### src/rtl/xbar_pkg.sv
// Shared types and helpers for the PSNoC crossbar output ports and their arbiters.
package xbar_pkg;

    localparam int MAX_PORTS = 32;

    typedef enum logic [0:0] {
        IDLE   = 1'b0,
        LOCKED = 1'b1
    } state_t;

    // Keeps only the least-significant set bit; zero in, zero out.
    function automatic logic [MAX_PORTS-1:0] lowest_set_bit(input logic [MAX_PORTS-1:0] vec);
        return vec & (~vec + MAX_PORTS'(1));
    endfunction

endpackage

### src/rtl/onehot_mux.sv
// AND-OR multiplexer from a one-hot select to a {last, data} word; all-zero select gives zero.
module onehot_mux
    import xbar_pkg::*;
#(
    parameter int NUM_INPUTS = 4,
    parameter int DATA_WIDTH = 32
) (
    input  logic [NUM_INPUTS-1:0]            sel,
    input  logic [NUM_INPUTS*DATA_WIDTH-1:0] data,
    input  logic [NUM_INPUTS-1:0]            last,
    output logic [DATA_WIDTH:0]              out
);

    // NOTE: every always_comb output gets a default before any conditional update, so no latch is inferred.
    always_comb begin
        out = '0;
        for (int i = 0; i < NUM_INPUTS; i++) begin
            out |= {last[i], data[i*DATA_WIDTH +: DATA_WIDTH]} & {(DATA_WIDTH+1){sel[i]}};
        end
    end

endmodule

### src/rtl/xbar_out_port.sv
// Crossbar output port: locks the arbitrated input for a whole packet and registers its flits out.
module xbar_out_port
    import xbar_pkg::*;
#(
    parameter int NUM_INPUTS = 4,
    parameter int DATA_WIDTH = 32
) (
    input  logic                             clk,
    input  logic                             rst,
    input  logic [NUM_INPUTS-1:0]            in_valid,
    input  logic [NUM_INPUTS*DATA_WIDTH-1:0] in_data,
    input  logic [NUM_INPUTS-1:0]            in_last,
    output logic [NUM_INPUTS-1:0]            in_ready,
    output logic [NUM_INPUTS-1:0]            arb_reqs,
    input  logic [NUM_INPUTS-1:0]            arb_grants,
    output logic                             out_valid,
    output logic [DATA_WIDTH-1:0]            out_data,
    output logic                             out_last,
    input  logic                             out_ready
);

    state_t                  state;
    logic [NUM_INPUTS-1:0]   owner;
    logic                    rearb;
    logic                    can_load;
    logic [NUM_INPUTS-1:0]   gnt_raw;
    logic [NUM_INPUTS-1:0]   gnt;
    logic [MAX_PORTS-1:0]    gnt_wide;
    logic [NUM_INPUTS-1:0]   sel;
    logic [NUM_INPUTS-1:0]   xfer;
    logic                    xfer_any;
    logic [DATA_WIDTH:0]     mux_out;

    assign can_load = !out_valid || out_ready;
    assign gnt_raw  = arb_grants & in_valid;
    assign gnt_wide = lowest_set_bit(MAX_PORTS'(gnt_raw));
    assign gnt      = gnt_wide[NUM_INPUTS-1:0];

    generate
        if (NUM_INPUTS < MAX_PORTS) begin : g_gnt_hi
            logic unused_gnt_hi;
            assign unused_gnt_hi = |gnt_wide[MAX_PORTS-1:NUM_INPUTS];
        end
    endgenerate

    // The cycle right after a packet ends is spent re-arbitrating, so no flit is taken then.
    always_comb begin
        arb_reqs = in_valid;
        sel      = '0;
        if (state == LOCKED) begin
            arb_reqs = owner;
            sel      = owner;
        end else if (!rearb) begin
            sel = gnt;
        end
        in_ready = (can_load && !rst) ? sel : '0;
    end

    assign xfer     = in_valid & in_ready;
    assign xfer_any = |xfer;

    onehot_mux #(
        .NUM_INPUTS (NUM_INPUTS),
        .DATA_WIDTH (DATA_WIDTH)
    ) u_mux (
        .sel  (xfer),
        .data (in_data),
        .last (in_last),
        .out  (mux_out)
    );

    // NOTE: sequential state uses non-blocking assignments so every register samples pre-edge values.
    always_ff @(posedge clk) begin
        if (rst) begin
            state     <= IDLE;
            owner     <= '0;
            rearb     <= 1'b0;
            out_valid <= 1'b0;
            out_last  <= 1'b0;
            out_data  <= '0;
        end else begin
            rearb <= 1'b0;
            if (xfer_any) begin
                out_valid <= 1'b1;
                out_data  <= mux_out[DATA_WIDTH-1:0];
                out_last  <= mux_out[DATA_WIDTH];
                if (state == IDLE) begin
                    if (!mux_out[DATA_WIDTH]) begin
                        state <= LOCKED;
                        owner <= xfer;
                    end
                end else if (mux_out[DATA_WIDTH]) begin
                    state <= IDLE;
                    owner <= '0;
                    rearb <= 1'b1;
                end
            end else if (out_ready) begin
                out_valid <= 1'b0;
            end
        end
    end

    a_grant_onehot: assert property (@(posedge clk) disable iff (rst)
        (state == IDLE) |-> $onehot0(gnt_raw));

endmodule

### config.mk
export PLATFORM = sky130hd
export DESIGN_NAME = xbar_out_port
export DESIGN_NICKNAME = d
export VERILOG_FILES = /design/src/rtl/xbar_pkg.sv /design/src/rtl/onehot_mux.sv /design/src/rtl/xbar_out_port.sv
export SDC_FILE = /design/constraint.sdc
export NUM_CORES = 1
export LEC_CHECK = 0
export CORE_MARGIN = 2
export CORE_UTILIZATION = 34
export CTS_BUF_LIST = sky130_fd_sc_hd__clkbuf_16
export CTS_CLUSTER_DIAMETER = 120
export CTS_CLUSTER_SIZE = 20
export DETAILED_ROUTE_END_ITERATION = 10
export GPL_TIMING_DRIVEN = 0
export PLACE_DENSITY = 0.9
export SYNTH_ARGS = -nofsm -noshare
export SYNTH_HDL_FRONTEND = slang
export SYNTH_SLANG_ARGS = --single-unit
### constraint.sdc
create_clock -name clk -period 6.2 [get_ports clk]
set_input_delay 1.24 -clock clk [delete_from_list [all_inputs] [get_ports clk]]
set_output_delay 1.24 -clock clk [all_outputs]
set_load 0.1 [all_outputs]
==> flow_summary.toml <==
[sta]
fin_crit_ps = 4876
fmax_mhz = 205.1
setup-tns-final_ps = 0
drv_slew = 0
finalSetupViolations = 0
rsz0062_at_grt = "false"
hold_viol = 0
finalCritPeriodShare_pct = 78.64
slew_headroom_pct = 31.87
tightest_slew_ps = 1019
fin_ws_ps = 1324
clock_skew_ps = 6.407

[synth]
synthMuxAreaShare_pct = 2.049
syn_area_sq_mm = 0.002137
synth_fp_nets = 410
yosysWarnings = 0
synthXorXnorAreaFrac_pct = 0
synth_adder_area_share_pct = 0
synth.avg_cell_area_sq_um = 8.004
synth_compound_area_share_pct = 31.26
yosys.area_share.simple_pct = 22.31
ys_types = 32
synth_top_family_by_area = "compound AO/OA/AOI/OAI gates"
ys_seq_area_share_pct = 37.47
ys_seq_elements = 40
synth_cells = 267

[route]
viasPerCell = 5.529
drc = 0
first_pass_iters = 7
postRouteAntennaNets = 0
avgRoutedWirePerCell_um = 16.91
drt-initial-drc-count = 262
vias = 2947
drt_wl_total_um = 9013

[finish]
fin_area_sq_mm = 0.004225
diodes = 0
mostFrequentLayoutCells = "clkdlybuf4s50_1, nand2_1, dfxtp_1"
fin_nets = 600
final_util_pct = 70.53
final_common_cell = "clkdlybuf4s50_1"
drive_above_1_share_pct = 4.148
area_growth_pct = 97.72

[power]
power.share.sequential_pct = 28.9
power_frac_comb_pct = 43.0
power.switching_mw = 0.3881
p_sw_share_pct = 38.15
p_clk_share_pct = 28.1
leakage_nw = 1.453
p_int_mw = 0.6293
p_per_area_mw_per_mm2 = 240.8
p_total_mw = 1.017
ir_drop_mv = 0.1450

[clocking]
htreeDepth = 2
cts_resized = 0
clk_pin_slew_worst_paths_ps = 60
clock_path_buffers = 2
cts_tree = "done"
clock-sinks = 40
root_buffer = "clkbuf_16"
clock_latency_ps = 280
ctsHoldBuffers = 0
numCtsBuffers = 5
cts_setup_buffers = 0

[worst_hold_path]
hold_path_depth = 2
min_path_type = "reg -> reg"

[placement]
dp_slack_ps = 1344
gp_congestion = 0.8297
portBuffers = 183
dp_hpwl_um = 7055
place_area_sq_mm = 0.004063

[critical_path]
r2r_cells = 6
path_class = "in -> out"
worst_ep_arrival_time_ps = 3640
crit_start = "in_valid[1]"
cp-end-kind = "output port"
r2r_end = "out_data[26]"
regToRegStartpoint = "state"
regToRegSetupSlack_ps = 3880
critPathLaunchType = "input pin"
cp_max_fo = 4
worstPathRequired_ps = 4960
endpoint = "in_ready[3]"

[global_routing]
grt_max_degree = 13
grt_pass1_wl_um = 14470
grt.total_usage_pct = 25.42
grt_pass1_vias = 3041
grt_overflow = 0
antenna_found_initial = 0

[floorplan]
die_y_um = 83.28
die_x_um = 83.28
rows = 28
dieArea_sq_mm = 0.006936
coreArea_sq_mm = 0.005991
start_util_pct = 35.67
num_io_pins = 185

[flow_run]
maxCapViolCount = 0

[status]
status = "finished clean"
## synth_stat cells (all sizes together)
master  number  area (sq um)
nand2       76         287.8
dfxtp       40         800.8
a31oi       36         225.2
a222oi      32         320.3
clkbuf      20         75.07
a21oi        7         35.03
buf          7         53.80
nand2b       7         43.79
inv          5         18.77
and2         4         25.02
o21ai        4         20.02
mux2         3         33.78
nor2         3         11.26
or3b         3         26.28
a32o         2         20.02
and3         2         12.51
nand4        2         12.51
nor3         2         10.01
a2111o       1         11.26
a22oi        1         7.510
a2bb2o       1         20.02
and4         1         8.760
mux2i        1         10.01
nand3        1         5.000
nand3b       1         7.510
nor2b        1         6.260
nor4         1         6.260
o41ai        1         8.760
or2          1         6.260
or4          1         7.510
## kinds of logic (layout without fill, tap and decap cells)
kind of cell	after synthesis	after routing
multiplexers	4	4
flip-flops	40	40
buffers and inverters	32	223
AND/OR/NAND/NOR	106	106
AO/OA/AOI/OAI	85	85
## per-layer routing
layer | up-vias | routed length [um] | part of all wire (%) | GRT usage, %
met5 | - | 0 | 0 | 0
met4 | 0 | 153 | 1.7 | 6.855
met3 | 14 | 715 | 7.9 | 7.356
met2 | 150 | 4797 | 53 | 47.51
met1 | 1378 | 3347 | 37 | 27.75
li1 | 1405 | - | - | -
## registers in the layout, summed over array words and instances, names as in the netlist
name,flops
out_data,32
owner,4
out_last,1
out_valid,1
rearb,1
state,1
## worst min path at each step
stage / startpoint / end / slack, ps
global route: out_data[7] / out_data[7] / 490
detailed placement: out_data[7] / out_data[7] / 460
finish: out_data[7] / out_data[7] / 470
global placement: out_data[5] / out_data[5] / 450
floorplan: owner[0] / owner[0] / 470
CTS: out_data[7] / out_data[7] / 470
## power by group through the flow
stage / registers, mW / logic (mW) / clock network (mW)
floorplan: 0.448 / 0.120 / 0
global placement: 0.298 / 0.431 / 0
detailed placement: 0.299 / 0.436 / 0
CTS: 0.294 / 0.438 / 0.287
global route: 0.297 / 0.457 / 0.306
finish: 0.294 / 0.437 / 0.286
## per-stage QoR
stage                     hold slack [ps]  cells
after detailed placement            459.2    525
after global placement              453.9    525
after global routing                490.9    533
after floorplan                     471.3    267
after CTS                           467.2    533
final                               465.3    533
## critical path: stages
cell,delay (ps)
clkdlybuf4s50_1,460
a22oi_1,310
nand4_1,260
a21oi_1,210
clkdlybuf4s50_1,1150
## area by class of cell
cell class / instances / area, sq um
Timing Repair Buffer: 183 / 1832
Sequential cell: 40 / 800.8
Fill cell: 499 / 1765
Buffer: 27 / 128.9
Multi-Input combinational cell: 195 / 1189
Inverter: 5 / 18.77
Tap cell: 75 / 93.84
Clock inverter: 3 / 37.54
Clock buffer: 5 / 125.1
Note: power is estimated with default switching activity, not from simulation.
